<file path="src/rtl/mips_pkg.sv">
// mips_pkg: shared types and constants for the mips core memory path.
//   dmem_state_t          - data-memory controller FSM states
//   DMEM_TIMEOUT_DEFAULT  - default abort limit for a memory access (cycles)
//   DMEM_ERR_*            - error cause codes, reserved for a status register
package mips_pkg;

   typedef enum logic [1:0] {
      IDLE = 2'd0,
      REQ  = 2'd1,
      RESP = 2'd2,
      DONE = 2'd3
   } dmem_state_t;

   localparam int DMEM_TIMEOUT_DEFAULT = 255;

   localparam logic [1:0] DMEM_ERR_NONE     = 2'd0;
   localparam logic [1:0] DMEM_ERR_MISALIGN = 2'd1;
   localparam logic [1:0] DMEM_ERR_CONFLICT = 2'd2;
   localparam logic [1:0] DMEM_ERR_TIMEOUT  = 2'd3;

endpackage

</file>
<file path="src/rtl/dmem_timeout_cnt.sv">
// dmem_timeout_cnt: cycle counter bounding how long one memory access may take.
//   clock   in  - system clock, rising edge
//   reset   in  - asynchronous active-low reset
//   clear   in  - restart counting from zero (access starts)
//   enable  in  - count this cycle (access in flight)
//   expired out - this is the TIMEOUT-th counted cycle; the access must abort
module dmem_timeout_cnt
   import mips_pkg::*;
#(
   parameter int TIMEOUT = DMEM_TIMEOUT_DEFAULT
) (
   input  logic clock,
   input  logic reset,
   input  logic clear,
   input  logic enable,
   output logic expired
);

   localparam int CNT_W = $clog2(TIMEOUT + 1);

   logic [CNT_W-1:0] count;

   always_ff @(posedge clock or negedge reset) begin
      if (!reset) begin
         count <= '0;
      end else if (clear) begin
         count <= '0;
      end else if (enable) begin
         count <= count + CNT_W'(1);
      end
   end

   // Count holds k during the (k+1)-th in-flight cycle, so the limit is hit
   // one below TIMEOUT; the controller leaves REQ/RESP on that edge.
   assign expired = enable && (count == CNT_W'(TIMEOUT - 1));

endmodule

</file>
<file path="src/rtl/dmem_ctrl.sv">
// dmem_ctrl: data-memory access controller between the mips memory stage and
// a variable-latency memory port.
//   clock, reset                 - clock (rising edge), async active-low reset
//   cpu_mem_read/cpu_mem_write   - core MemRead / MemWrite
//   cpu_addr, cpu_wdata          - core byte address and store data
//   cpu_rdata                    - registered load data
//   cpu_stall                    - freeze core while an access is in flight
//   cpu_err                      - one-cycle pulse: misaligned, conflict, timeout
//   mem_req_*                    - request channel toward memory
//   mem_resp_valid/rdata         - read response from memory
//   dbg_state                    - current FSM state (dmem_state_t encoding)
//
// Handshake: a request transfers on a rising edge where mem_req_valid and
// mem_req_ready are both 1. mem_req_valid is registered and never depends on
// mem_req_ready; once raised, valid/we/addr/wdata hold until the transfer or a
// timeout abort. mem_resp_valid is sampled only in RESP, one beat per read.
module dmem_ctrl
   import mips_pkg::*;
#(
   parameter int ADDR_W  = 32,
   parameter int DATA_W  = 32,
   parameter int TIMEOUT = DMEM_TIMEOUT_DEFAULT
) (
   input  logic              clock,
   input  logic              reset,
   input  logic              cpu_mem_read,
   input  logic              cpu_mem_write,
   input  logic [ADDR_W-1:0] cpu_addr,
   input  logic [DATA_W-1:0] cpu_wdata,
   output logic [DATA_W-1:0] cpu_rdata,
   output logic              cpu_stall,
   output logic              cpu_err,
   output logic              mem_req_valid,
   input  logic              mem_req_ready,
   output logic              mem_req_we,
   output logic [ADDR_W-1:0] mem_req_addr,
   output logic [DATA_W-1:0] mem_req_wdata,
   input  logic              mem_resp_valid,
   input  logic [DATA_W-1:0] mem_resp_rdata,
   output logic [1:0]        dbg_state
);

   dmem_state_t state;

   logic any_access;
   logic aligned;
   logic valid_access;
   logic bad_access;
   logic cnt_clear;
   logic cnt_enable;
   logic expired;

   assign any_access   = cpu_mem_read | cpu_mem_write;
   assign aligned      = (cpu_addr[1:0] == 2'b00);
   assign valid_access = (cpu_mem_read ^ cpu_mem_write) & aligned;
   assign bad_access   = (cpu_mem_read & cpu_mem_write) | (any_access & ~aligned);

   assign cnt_clear  = (state == IDLE) && valid_access;
   assign cnt_enable = (state == REQ) || (state == RESP);

   dmem_timeout_cnt #(
      .TIMEOUT (TIMEOUT)
   ) u_timeout_cnt (
      .clock   (clock),
      .reset   (reset),
      .clear   (cnt_clear),
      .enable  (cnt_enable),
      .expired (expired)
   );

   // Stall must rise in the same cycle the core presents the access, so it is
   // combinational; gated by reset so every output reads 0 while in reset.
   assign cpu_stall = reset & (((state == IDLE) & valid_access) |
                               (state == REQ) | (state == RESP));

   assign dbg_state = state;

   always_ff @(posedge clock or negedge reset) begin
      if (!reset) begin
         state         <= IDLE;
         cpu_rdata     <= '0;
         cpu_err       <= 1'b0;
         mem_req_valid <= 1'b0;
         mem_req_we    <= 1'b0;
         mem_req_addr  <= '0;
         mem_req_wdata <= '0;
      end else begin
         cpu_err <= 1'b0;
         case (state)
            IDLE: begin
               if (valid_access) begin
                  state         <= REQ;
                  mem_req_valid <= 1'b1;
                  mem_req_we    <= cpu_mem_write;
                  mem_req_addr  <= {cpu_addr[ADDR_W-1:2], 2'b00};
                  mem_req_wdata <= cpu_wdata;
               end else if (bad_access) begin
                  cpu_err <= 1'b1;
               end
            end
            REQ: begin
               // A transfer on the expiring cycle still completes normally.
               if (mem_req_ready) begin
                  mem_req_valid <= 1'b0;
                  state         <= mem_req_we ? DONE : RESP;
               end else if (expired) begin
                  mem_req_valid <= 1'b0;
                  cpu_rdata     <= '0;
                  cpu_err       <= 1'b1;
                  state         <= DONE;
               end
            end
            RESP: begin
               if (mem_resp_valid) begin
                  cpu_rdata <= mem_resp_rdata;
                  state     <= DONE;
               end else if (expired) begin
                  cpu_rdata <= '0;
                  cpu_err   <= 1'b1;
                  state     <= DONE;
               end
            end
            DONE: begin
               // Core advances on this edge, so the access is never reissued.
               state <= IDLE;
            end
            default: state <= IDLE;
         endcase
      end
   end

endmodule

</file>
<file path="config.mk">
export PLATFORM = sky130hd
export DESIGN_NAME = dmem_ctrl
export DESIGN_NICKNAME = d
export VERILOG_FILES = /design/src/rtl/mips_pkg.sv /design/src/rtl/dmem_timeout_cnt.sv /design/src/rtl/dmem_ctrl.sv
export SDC_FILE = /design/constraint.sdc
export NUM_CORES = 1
export LEC_CHECK = 0
export CORE_MARGIN = 2
export CORE_UTILIZATION = 41
export DETAILED_ROUTE_END_ITERATION = 12
export PLACE_DENSITY = 0.79
export RECOVER_POWER = 50
export REMOVE_ABC_BUFFERS = 1
export SLEW_MARGIN = 30
export SYNTH_ARGS = -nofsm -noshare
export SYNTH_HDL_FRONTEND = slang
export SYNTH_SLANG_ARGS = --single-unit
</file>
<file path="constraint.sdc">
create_clock -name clock -period 3.3 [get_ports clock]
set_clock_uncertainty 0.2 [all_clocks]
set_input_delay 0.99 -clock clock [delete_from_list [all_inputs] [get_ports clock]]
set_output_delay 0.99 -clock clock [all_outputs]
set_load 0.005 [all_outputs]
</file>
## Word-level counts from Yosys, hierarchy flattened

Cells that the tools add are included.

| operators by class | value |
|---|---|
| mux-type cells | 22 |
| add/subtract/negate cells | 1 |
| bitwise operators | 11 |
| reduce and logical (&&, ||, !) cells | 11 |
| equal/unequal tests | 7 |

Operator list:

| operator | count |
|---|---|
| $mux W32 | 3 |
| $pmux W32 S2 | 1 |
| $mux W8 | 2 |
| $mux W1 | 9 |
| $add A8 B1 Y8 const B | 1 |
| $eq A8 B8 Y1 const B | 1 |
| $mux W2 | 4 |
| $pmux W2 S4 | 1 |
| $reduce_bool A2 Y1 | 3 |
| $and A1 B1 Y1 | 5 |
| $eq A2 B2 Y1 const B | 2 |
| $logic_not A2 Y1 | 2 |
| $ne A2 B2 Y1 const B | 2 |
| $or A1 B1 Y1 | 4 |
| $reduce_and A2 Y1 | 2 |
| $ne A3 B3 Y1 const B | 1 |
| $pmux W1 S3 | 1 |
| $reduce_and A3 Y1 | 1 |
| $eq A2 B1 Y1 const B | 1 |
| $logic_and A1 B1 Y1 | 2 |
| $pmux W1 S2 | 1 |
| $logic_or A1 B1 Y1 | 1 |
| $not A1 Y1 | 1 |
| $xor A1 B1 Y1 | 1 |

| storage, ports and cells | value |
|---|---|
| logic and storage cells | 60 |
| output and inout bits | 102 |
| input bits | 102 |
| register bits after elaboration | 107 |

## Longest topological paths before layout

Gate-level depths: netlist of the first run.

| depth | value |
|---|---|
| word-level depth | 7 |
| depth in mapped cells | 8 |
| depth with buffers taken out | 6 |

## By module

From an unflattened synthesis of the first run, not the netlist that was laid out.

| unflattened totals | value |
|---|---|
| cells, all modules | 293 |
| area total of the unflattened synthesis | 4310.4 µm² |

Modules (own cells, without submodules):

| module | seq. area each (µm²) | area each (µm²) | cells an instance | times used |
|---|---|---|---|---|
| dmem_ctrl | 2477.4 | 3898.7 | 252 | 1 |
| dmem_timeout_cnt | 200.2 | 411.6 | 41 | 1 |

## Least setup slack after synthesis of the first run

No wires, ideal clock.

| timing | value |
|---|---|
| kind | input port to output port |
| start | input cpu_mem_read |
| end | output cpu_stall |
| data arrival time | 2003 ps |
| cell stages on the path | 6 |
| buffers on the path | 2 |
| slack | 107 ps |
| cells stage by stage | inv_1 > ha_1 > and3_1 > buf_6 > buf_4 > o31a_1 |

| on the way | value |
|---|---|
| cells in the longest elaborated chain, start to end | 6 |

RTL lines:

| element | RTL line | RTL |
|---|---|---|
| from (decl) | dmem_ctrl.sv:26 | `input logic cpu_mem_read,` |
| $xor A1 B1 Y1 | dmem_ctrl.sv:55 | `assign valid_access = (cpu_mem_read ^ cpu_mem_write) & aligned;` |
| $and A1 B1 Y1 | dmem_ctrl.sv:55 |  |
| $and A1 B1 Y1 | dmem_ctrl.sv:73 | `assign cpu_stall = reset & (((state == IDLE) & valid_access) \|` |
| $or A1 B1 Y1 | dmem_ctrl.sv:73 |  |
| $or A1 B1 Y1 | dmem_ctrl.sv:74 | `(state == REQ) \| (state == RESP));` |
| $and A1 B1 Y1 | dmem_ctrl.sv:73 |  |
| to (decl) | dmem_ctrl.sv:31 | `output logic cpu_stall,` |

Every way passes these cells.

## Worst setup path in the final report of the first run

| timing | value |
|---|---|
| start | input cpu_addr[1] |
| end | output cpu_stall |

| on the way | value |
|---|---|
| cells in the longest elaborated chain, start to end | 6 |

RTL lines:

| element | RTL line | RTL |
|---|---|---|
| from (decl) | dmem_ctrl.sv:28 | `input logic [ADDR_W-1:0] cpu_addr,` |
| $logic_not A2 Y1 | dmem_ctrl.sv:54 | `assign aligned = (cpu_addr[1:0] == 2'b00);` |
| $and A1 B1 Y1 | dmem_ctrl.sv:55 |  |
| $and A1 B1 Y1 | dmem_ctrl.sv:73 |  |
| $or A1 B1 Y1 | dmem_ctrl.sv:73 |  |
| $or A1 B1 Y1 | dmem_ctrl.sv:74 |  |
| $and A1 B1 Y1 | dmem_ctrl.sv:73 |  |

Every way passes these cells.

==> results of run 1 <==
[final timing paths]
kind,startpoint,to,depth (start not counted)
min in group asynchronous,reset,cpu_rdata[23]$_DFFE_PN0P_,2
worst min register to register,mem_req_wdata[28]$_DFFE_PN0P_,mem_req_wdata[28]$_DFFE_PN0P_,1
worst min-delay path,mem_req_wdata[28]$_DFFE_PN0P_,mem_req_wdata[28]$_DFFE_PN0P_,1
worst max-delay path,cpu_addr[1],cpu_stall,5
max in group asynchronous,reset,mem_req_addr[27]$_DFFE_PN0P_,3
worst max register to register,dbg_state[1]$_DFFE_PN0P_,mem_req_addr[21]$_DFFE_PN0P_,5
[Yosys cell counts, types with 2 or more instances]
master	instances
sky130_fd_sc_hd__o21ai_0	23
sky130_fd_sc_hd__o22ai_1	3
sky130_fd_sc_hd__nand2_1	68
sky130_fd_sc_hd__buf_4	3
sky130_fd_sc_hd__o21ai_2	2
sky130_fd_sc_hd__xnor2_1	2
sky130_fd_sc_hd__buf_6	10
sky130_fd_sc_hd__mux2_2	63
sky130_fd_sc_hd__or3_1	2
sky130_fd_sc_hd__and3_1	2
sky130_fd_sc_hd__nand4_1	2
sky130_fd_sc_hd__dfrtp_1	107
sky130_fd_sc_hd__buf_2	7
sky130_fd_sc_hd__inv_1	10
sky130_fd_sc_hd__nand3_1	4
sky130_fd_sc_hd__xor2_1	3
sky130_fd_sc_hd__nand4_2	2
sky130_fd_sc_hd__a21oi_1	4
sky130_fd_sc_hd__ha_1	9
sky130_fd_sc_hd__o21ai_1	11
sky130_fd_sc_hd__nor2_1	11
[layout make-up]
| type | instances | area [um2] | area share |
|---|---|---|---|
| inverter | 10 | 37.5 | 0.00554 |
| tap | 140 | 175 | 0.0258 |
| timing repair buffer | 209 | 2080 | 0.307 |
| sequential | 107 | 2680 | 0.395 |
| clock buffer | 11 | 151 | 0.0223 |
| multi-input combinational | 225 | 1580 | 0.233 |
| clock inverter | 5 | 75.1 | 0.0111 |
[power by group through the flow]
stage	clock (mW)	combinational [mW]	sequential, mW
after floorplan	0	0.799	2.33
after global placement	0	2.37	2.29
after detailed placement	0	2.41	2.33
after CTS	0.928	2.42	2.31
after global routing	0.981	2.53	2.38
final	0.892	2.32	2.29
[layout by cell type (no fill, tap or decap), drive strengths merged, types with 2 or more instances in the layout]
master,Yosys,routed
clkdlybuf4s50,0,172
dfrtp,107,107
nand2,68,68
mux2,63,63
o21ai,36,36
dlygate4sd3,0,25
clkbuf,1,13
nor2,12,12
inv,10,10
ha,9,9
buf,20,8
a21oi,4,4
nand3,4,4
nand4,4,4
o22ai,3,3
xor2,3,3
clkinv,0,3
or3,2,2
xnor2,2,2
conb,1,2
bufinv,0,2
and3,2,2
nor3,2,2
[routing by layer]
layer	routed length, um	global-route usage	share of wire	vias to the layer above
li1	-	-	-	1623
met1	4360	0.228	0.40	1680
met2	5460	0.317	0.50	129
met3	915	0.0597	0.084	15
met4	180	0.0751	0.016	0
met5	0	0	0	-
[stage by stage]
| step | total power, mW | std cells |
|---|---|---|
| final | 5.50 | 707 |
| after global placement | 4.65 | 691 |
| after floorplan | 3.13 | 342 |
| after detailed placement | 4.74 | 691 |
| after CTS | 5.66 | 707 |
| after global routing | 5.88 | 707 |
[flip-flops by register name, summed over array words and instances (netlist names)]
register / count
mem_req_valid: 1
cpu_rdata: 32
mem_req_addr: 30
mem_req_wdata: 32
dbg_state: 2
u_timeout_cnt.count: 8
cpu_err: 1
mem_req_we: 1
[cell families after synthesis]
| family | after synthesis |
|---|---|
| XOR/XNOR | 5 |
| multiplexers | 64 |
| flip-flops | 107 |
| buffers and inverters | 31 |
| AO/OA/AOI/OAI | 49 |
| other | 1 |
| adder cells (fa/ha/maj) | 9 |
| AND/OR/NAND/NOR | 96 |
[repair_timing]
action / 4_1_cts / 5_1_grt
gates resized for setup: 8 / 0
buffers inserted: 0 / 0
endpoints found under the setup margin: 1 / 0
==> results.yml, run 1 <==
run_status:
  outcome: "complete, but fails checks"
  violations_in_the_final_reports: "capacitance limit, slew limit"
global_routing:
  grt_pass1_vias: 3500
  first_pass_grt_wire_length_um: 17100
  grt_overflow: 0
  grt_util_all_layers: 0.189
  number_of_antenna_violations_at_the_first_check_in_global_routing: 0
  grt_max_degree: 81
yosys:
  largest_family_of_logic_cells_by_synthesized_area: "multiplexers"
  synth_top_area_share: 0.599
  yosys-top-cells-area: "sky130_fd_sc_hd__dfrtp_1 (60%), sky130_fd_sc_hd__mux2_2 (16%), sky130_fd_sc_hd__nand2_1 (5.7%)"
  postSynth.topFlopCell: "sky130_fd_sc_hd__dfrtp_1"
  synth_area_per_cell_um2: 12.3
  asyncSetResetFlopFracSynth: 1.00
  netlist_instances: 362
  synth.ff_latch_count: 107
  synth-compound-area-share: 0.0625
  synth.yosys.seq_area_share: 0.599
  synth.largest_area_cell: "sky130_fd_sc_hd__dfrtp_1"
  muxShareOfSynthArea: 0.161
  post_synth_and_or_nand_nor_area_fraction: 0.0938
  netlist_area_um2: 4470
  synth_adder_area_share: 0.0252
  post_synth_num_cell_types: 35
  synth_xor_xnor_area_share: 0.00980
  synth_enable_flop_cells: 0
  ys_warn_count: 0
sta:
  setup_repair_after_global_routing_missed_its_margin: "no"
  timing_max_transition_violations_final: 29
  final_min_period_over_clock_period: 0.988
  postLayoutSetupSlackWorst_ps: 41.1
  final_layout_setup_total_negative_slack_ps: 0
  timing.hold.ws_ps: 309
  setup_viol_count_final: 0
  fin_crit_ps: 3260
  clock.fmax_mhz: 307
  slew_headroom: -0.0121
  timing.final.hold_violations: 0
  tightest_slew_ps: 1520
setup_path:
  critical_path_class: "in2out"
  arrival_ps: 2070
  critical_path.endpoint_type: "primary output"
  timing.critical_path.from_type: "input port"
  cp_cell_sequence: "clkdlybuf4s50_1 -> nor2_1 -> and3_2 -> o31a_1 -> buf_2"
  worst_path_required_ps: 2110
  cpPeakStageDelay_ps: 450
  worst-r2r-setup-slack_ps: 750
  critical_path_peak_fanout: 2
  top_delay_family_on_crit_path: "buffers and inverters"
  critical_path_buf_inv_count: 2
  crit_path_top_delay_cell: "sky130_fd_sc_hd__clkdlybuf4s50_1"
finish:
  num-fill-cells: 884
  finalCoreUtilization: 0.631
  design_area_um2: 6780
  flow.area_growth_from_synthesis_pct: 51.8
  fraction_of_layout_instances_using_a_drive_strength_above_1: 0.162
  n_antenna_cell: 0
  nets: 673
routing:
  drc: 0
  initialDrtViolationCount: 138
  postRouteWirelength_um: 10900
  detail_route.vias_per_cell: 4.88
  drtPass1Iterations: 4
  total_via_count_after_detailed_routing: 3447
  route.detailed.wl_per_inst_um: 15.4
  ant_nets: 0
placement:
  dp_hpwl_um: 7970
  final_replace_weighted_congestion: 0.815
  placedInstanceArea_um2: 6570
  io_buffer_count: 201
  dpl_worst_slack_ps: -581
pwr:
  clock_power_share: 0.162
  combinationalPowerShare: 0.421
  ir_drop_uv: 381
  p_leak_nw: 2.91
  power.density_nw_per_um2: 811
  power.internal_mw: 3.92
  seq_power_share: 0.417
  power_switching_mw: 1.58
  sw_frac_of_total: 0.287
cts:
  htree_levels: 3
  clkLatencyLatePin_ps: 360
  ctsRootBufferMaster: "sky130_fd_sc_hd__clkbuf_8"
  clk_pin_slew_worst_setup_hold_paths_ps: 100
  clock_tree_from_tritoncts: "done"
  tritoncts_num_sinks: 107
  numCtsBuffers: 9
  clock_path_buffers: 2
  cts_hold_buffers: 0
floorplan:
  chip_width_um: 108
  core.rowCount: 38
  initial_core_util: 0.416
  die-area_um2: 11700
  die_height_um: 108
  placeableCoreArea_um2: 10700
  boundaryPins: 204
run:
  max_cap_violations: 1
min_path:
  worstHoldPathType: "reg2reg"
Power figures use the tool's default switching activity.
==> inputs of run 2 (changes only) <==
Settings changed: CTS_CLUSTER_DIAMETER set to 80, PLACE_DENSITY 0.79 to 0.8, SYNTH_HIERARCHICAL set to 1.
==> results.yml, run 2 <==
sta:
  final_min_period_over_clock_period: 0.985
  setup_viol_count_final: 0
  timing.final.hold_violations: 0
  final_layout_setup_total_negative_slack_ps: 0
  fin_crit_ps: 3250
  setup_repair_after_global_routing_missed_its_margin: "no"
  slew_headroom: -0.209
  timing_max_transition_violations_final: 35
  clock.fmax_mhz: 308
  tightest_slew_ps: 1810
floorplan:
  placeableCoreArea_um2: 10300
  core.rowCount: 37
  die-area_um2: 11300
  boundaryPins: 204
  initial_core_util: 0.419
  chip_width_um: 107
  die_height_um: 107
setup_path:
  worst_path_required_ps: 2110
  arrival_ps: 2060
  critical_path.endpoint_type: "primary output"
  cp-startpoint: "cpu_mem_write"
  regToRegStartpoint: "dbg_state[0]$_DFFE_PN0P_"
  critical_path_class: "in2out"
  timing.critical_path.from_type: "input port"
  critical_path_peak_fanout: 2
cts:
  clock_tree_from_tritoncts: "done"
  numCtsBuffers: 9
  ctsRootBufferMaster: "sky130_fd_sc_hd__clkbuf_8"
  htree_levels: 3
  tritoncts_num_sinks: 107
  clkLatencyLatePin_ps: 350
  clk_pin_slew_worst_setup_hold_paths_ps: 100
  clock_path_buffers: 2
finish:
  largestRegisters: "cpu_rdata (32), mem_req_wdata (32), mem_req_addr (30)"
  flow.area_growth_from_synthesis_pct: 53.0
  fraction_of_layout_instances_using_a_drive_strength_above_1: 0.108
  most_frequent_standard_cell_in_the_layout_excluding_fill_and_tap_cells: "sky130_fd_sc_hd__clkdlybuf4s50_1"
  mostFrequentLayoutCells: "sky130_fd_sc_hd__clkdlybuf4s50_1 (150), sky130_fd_sc_hd__dfrtp_1 (107), sky130_fd_sc_hd__dlygate4sd3_1 (47)"
  design_area_um2: 6590
  n_antenna_cell: 0
  nets: 608
global_routing:
  grt_util_all_layers: 0.184
  grt_overflow: 0
  grt_pass1_vias: 3207
  first_pass_grt_wire_length_um: 16300
  number_of_antenna_violations_at_the_first_check_in_global_routing: 0
  grt_max_degree: 75
routing:
  drtPass1Iterations: 4
  total_via_count_after_detailed_routing: 3093
  drc: 0
  initialDrtViolationCount: 133
  route.detailed.wl_per_inst_um: 16.0
  postRouteWirelength_um: 10200
  detail_route.vias_per_cell: 4.85
  ant_nets: 0
min_path:
  worstHoldPathType: "reg2reg"
  min_from: "mem_req_addr[21]$_DFFE_PN0P_"
run:
  max_cap_violations: 1
pwr:
  power.density_nw_per_um2: 820
  ir_drop_uv: 453
  p_leak_nw: 2.89
run_status:
  violations_in_the_final_reports: "capacitance limit, slew limit"
  outcome: "complete, but fails checks"
yosys:
  synth_top_area_share: 0.621
  synth_adder_area_share: 0.0261
  synth-compound-area-share: 0.0964
  ys_warn_count: 6
  postSynth.topFlopCell: "sky130_fd_sc_hd__dfrtp_1"
  muxShareOfSynthArea: 0.165
  netlist_instances: 293
  post_synth_num_cell_types: 34
  asyncSetResetFlopFracSynth: 1.00
  synth_xor_xnor_area_share: 0.00813
  netlist_area_um2: 4310
  post_synth_and_or_nand_nor_area_fraction: 0.0401
  synth.ff_latch_count: 107
  synth.largest_area_cell: "sky130_fd_sc_hd__dfrtp_1"
  largest_family_of_logic_cells_by_synthesized_area: "multiplexers"
  synth_common_cells: "sky130_fd_sc_hd__dfrtp_1 (107), sky130_fd_sc_hd__mux2_1 (40), sky130_fd_sc_hd__a22o_1 (32)"
  synth_enable_flop_cells: 0
  yosys-top-cells-area: "sky130_fd_sc_hd__dfrtp_1 (62%), sky130_fd_sc_hd__mux2_1 (10%), sky130_fd_sc_hd__a22o_1 (6.5%)"
  synth_area_per_cell_um2: 14.7
  synth_most_common_cell: "sky130_fd_sc_hd__dfrtp_1"
  synth.yosys.seq_area_share: 0.621
placement:
  final_replace_weighted_congestion: 0.756
  dp_hpwl_um: 7450
  io_buffer_count: 201
  placedInstanceArea_um2: 6400
==> run 2: routing by layer <==
layer,wire [um],GRT usage,vias to the layer above
li1,-,-,1459
met1,4200,0.233,1502
met2,5100,0.310,115
met3,715,0.0435,17
met4,185,0.0631,0
met5,0,0,-
==> run 2: final timing paths <==
path	slack, ps	end	cells past startpoint
setup / recovery	50	cpu_stall	6
hold / removal	290	mem_req_addr[21]$_DFFE_PN0P_	1
setup reg to reg	800	mem_req_wdata[30]$_DFFE_PN0P_	6
hold reg to reg	290	mem_req_addr[21]$_DFFE_PN0P_	1
max in group asynchronous	400	u_timeout_cnt/count[0]$_DFFE_PN0P_	3
min in group asynchronous	1020	mem_req_wdata[4]$_DFFE_PN0P_	2
==> run 2: power breakdown <==
part	leakage (nW)	internal [mW]	switching, mW
Clock	0.0859	0.299	0.439
Combinational	1.52	1.55	0.794
Sequential	1.29	1.96	0.365
Total	2.89	3.81	1.60
==> run 2: worst max-delay path, stage by stage <==
cell,delay (ps)
sky130_fd_sc_hd__dlygate4sd2_1,240
sky130_fd_sc_hd__inv_1,90
sky130_fd_sc_hd__ha_4,210
sky130_fd_sc_hd__and3_4,160
sky130_fd_sc_hd__o31a_1,230
sky130_fd_sc_hd__buf_2,140
==> run 2: stage by stage <==
| stage | hold WS (ps) | power, mW | std cells | util | setup WS (ps) |
|---|---|---|---|---|---|
| floorplan | 283 | 3.19 | 276 | - | -1150 |
| global placement | 266 | 4.75 | 621 | 0.622 | -627 |
| detailed placement | 275 | 4.84 | 621 | 0.623 | -629 |
| CTS | 300 | 5.60 | 638 | 0.642 | 40.3 |
| global route | 305 | 5.78 | 638 | 0.642 | 9.48 |
| finish | 290 | 5.40 | 638 | 0.642 | 49.4 |
==> run 2: logic make-up (layout without fill, tap and decap cells) <==
kind of cell    after synthesis  in the layout
simple gates                 31             31
xor+xnor                      4              4
compound gates               53             53
fa+ha+maj                     9              9
other cells                   1              2
buf+inv                      25            233
mux                          63             63
flops                       107            107
==> run 2: final cells by class <==
| class | count | area (um2) |
|---|---|---|
| flip-flops and latches | 107 | 2680 |
| clock buffers | 11 | 141 |
| multi-input cells | 162 | 1470 |
| well taps | 136 | 170 |
| clock inverters | 5 | 37.5 |
| repair buffers | 210 | 2070 |
| fillers | 821 | 3680 |
| inverters | 7 | 26.3 |
==> run 2: timing repair <==
| item | 4_1_cts | 5_1_grt |
|---|---|---|
| gates resized for setup | 9 | 0 |
| hold buffers | 0 | 0 |
| setup buffers | 1 | 0 |
| setup endpoints to repair | 1 | 0 |
==> inputs of run 3 (changes only) <==
Settings changed: CORE_MARGIN 2 to 1.5, GPL_ROUTABILITY_DRIVEN set to 0.
==> results.yml, run 3 (same netlist as run 2, synthesis figures left out) <==
run_status:
  outcome: "complete, no violations"
finish:
  largestRegisters: "cpu_rdata (32), mem_req_wdata (32), mem_req_addr (30)"
  layout.cells.non_filler: 636
  flow.area_growth_from_synthesis_pct: 52.9
  nets: 606
  n_antenna_cell: 0
  mostFrequentLayoutCells: "sky130_fd_sc_hd__clkdlybuf4s50_1 (147), sky130_fd_sc_hd__dfrtp_1 (107), sky130_fd_sc_hd__dlygate4sd3_1 (48)"
  design_area_um2: 6590
  fraction_of_layout_instances_using_a_drive_strength_above_1: 0.106
  finalCoreUtilization: 0.641
  most_frequent_standard_cell_in_the_layout_excluding_fill_and_tap_cells: "sky130_fd_sc_hd__clkdlybuf4s50_1"
global_routing:
  grt_overflow: 0
  grt_util_all_layers: 0.189
  number_of_antenna_violations_at_the_first_check_in_global_routing: 0
  first_pass_grt_wire_length_um: 16700
  grt_max_degree: 74
  grt_pass1_vias: 3339
sta:
  final_min_period_over_clock_period: 0.983
  setup_viol_count_final: 0
  fin_crit_ps: 3240
  setup_repair_after_global_routing_missed_its_margin: "no"
  postLayoutSetupSlackWorst_ps: 55.5
  slew_headroom: 0.347
  final_layout_setup_total_negative_slack_ps: 0
  tightest_slew_ps: 980
  timing.final.hold_violations: 0
  timing_max_transition_violations_final: 0
  timing.hold.ws_ps: 286
  clock.fmax_mhz: 308
placement:
  placedInstanceArea_um2: 6390
  dp_hpwl_um: 7450
  io_buffer_count: 201
  dpl_worst_slack_ps: -640
  dp.cells: 620
routing:
  drc: 0
  initialDrtViolationCount: 100
  detail_route.vias_per_cell: 4.95
  postRouteWirelength_um: 10200
  ant_nets: 0
  drtPass1Iterations: 4
  total_via_count_after_detailed_routing: 3148
  route.detailed.wl_per_inst_um: 16.1
cts:
  numCtsBuffers: 9
  clock_path_buffers: 2
  htree_levels: 3
  clock_tree_from_tritoncts: "done"
  cts_hold_buffers: 0
  tritoncts_num_sinks: 107
  ctsRootBufferMaster: "sky130_fd_sc_hd__clkbuf_8"
  clk_pin_slew_worst_setup_hold_paths_ps: 100
  clkLatencyLatePin_ps: 350
setup_path:
  critical_path.endpoint_type: "primary output"
  arrival_ps: 2050
  regToRegStartpoint: "dbg_state[1]$_DFFE_PN0P_"
  cp-startpoint: "cpu_mem_write"
  timing.critical_path.from_type: "input port"
  critical_path_class: "in2out"
  critical_path_peak_fanout: 2
  worst_path_required_ps: 2110
floorplan:
  initial_core_util: 0.419
  chip_width_um: 106
  boundaryPins: 204
  die_height_um: 106
  die-area_um2: 11100
  placeableCoreArea_um2: 10300
  core.rowCount: 37
min_path:
  min_from: "mem_req_addr[18]$_DFFE_PN0P_"
  worstHoldPathType: "reg2reg"
pwr:
  power.density_nw_per_um2: 819
  p_leak_nw: 2.90
  totalPowerFinal_mw: 5.39
  ir_drop_uv: 372
run:
  max_cap_violations: 0
-- run 3: worst max-delay path, stage by stage --
cell and delay [ps]:
sky130_fd_sc_hd__clkdlybuf4s15_1 190, sky130_fd_sc_hd__inv_2 50, sky130_fd_sc_hd__ha_4 230, sky130_fd_sc_hd__and3_4 170, sky130_fd_sc_hd__o31a_1 280, sky130_fd_sc_hd__buf_2 140
-- run 3: final timing paths --
| path | to | slack [ps] | cells after the start |
|---|---|---|---|
| max in group asynchronous | u_timeout_cnt/count[7]$_DFFE_PN0P_ | 900 | 3 |
| max reg2reg | cpu_rdata[31]$_DFFE_PN0P_ | 880 | 7 |
| min | mem_req_addr[18]$_DFFE_PN0P_ | 290 | 1 |
| max | cpu_stall | 60 | 6 |
| min in group asynchronous | mem_req_wdata[12]$_DFFE_PN0P_ | 610 | 2 |
| min reg2reg | mem_req_addr[18]$_DFFE_PN0P_ | 290 | 1 |
-- run 3: repair_timing --
action	4_1_cts	5_1_grt
pin swaps	1	1
buffers inserted	0	0
cloned	0	0
resized for setup	9	7
setup endpoints to repair	1	1
endpoints found under the hold margin	0	0
-- run 3: report_power, final --
| group | switching [mW] | internal (mW) | leakage (nW) |
|---|---|---|---|
| logic | 0.797 | 1.54 | 1.52 |
| clock network | 0.429 | 0.304 | 0.0876 |
| registers | 0.365 | 1.96 | 1.29 |
-- run 3: routing by layer --
metal / vias to the layer above / global-route usage / routed length, um
met5: - / 0 / 0
met4: 0 / 0.0695 / 248
met3: 18 / 0.0408 / 619
met2: 117 / 0.334 / 5290
met1: 1562 / 0.227 / 4050
li1: 1451 / - / -
-- run 3: area by class of cell --
| type | count | area [um2] |
|---|---|---|
| sequential | 107 | 2680 |
| fill | 848 | 3690 |
| inverter | 7 | 26.3 |
| timing repair buffer | 208 | 2060 |
| clock inverter | 4 | 33.8 |
| tap | 136 | 170 |
| clock buffer | 12 | 145 |
| multi-input combinational | 162 | 1480 |
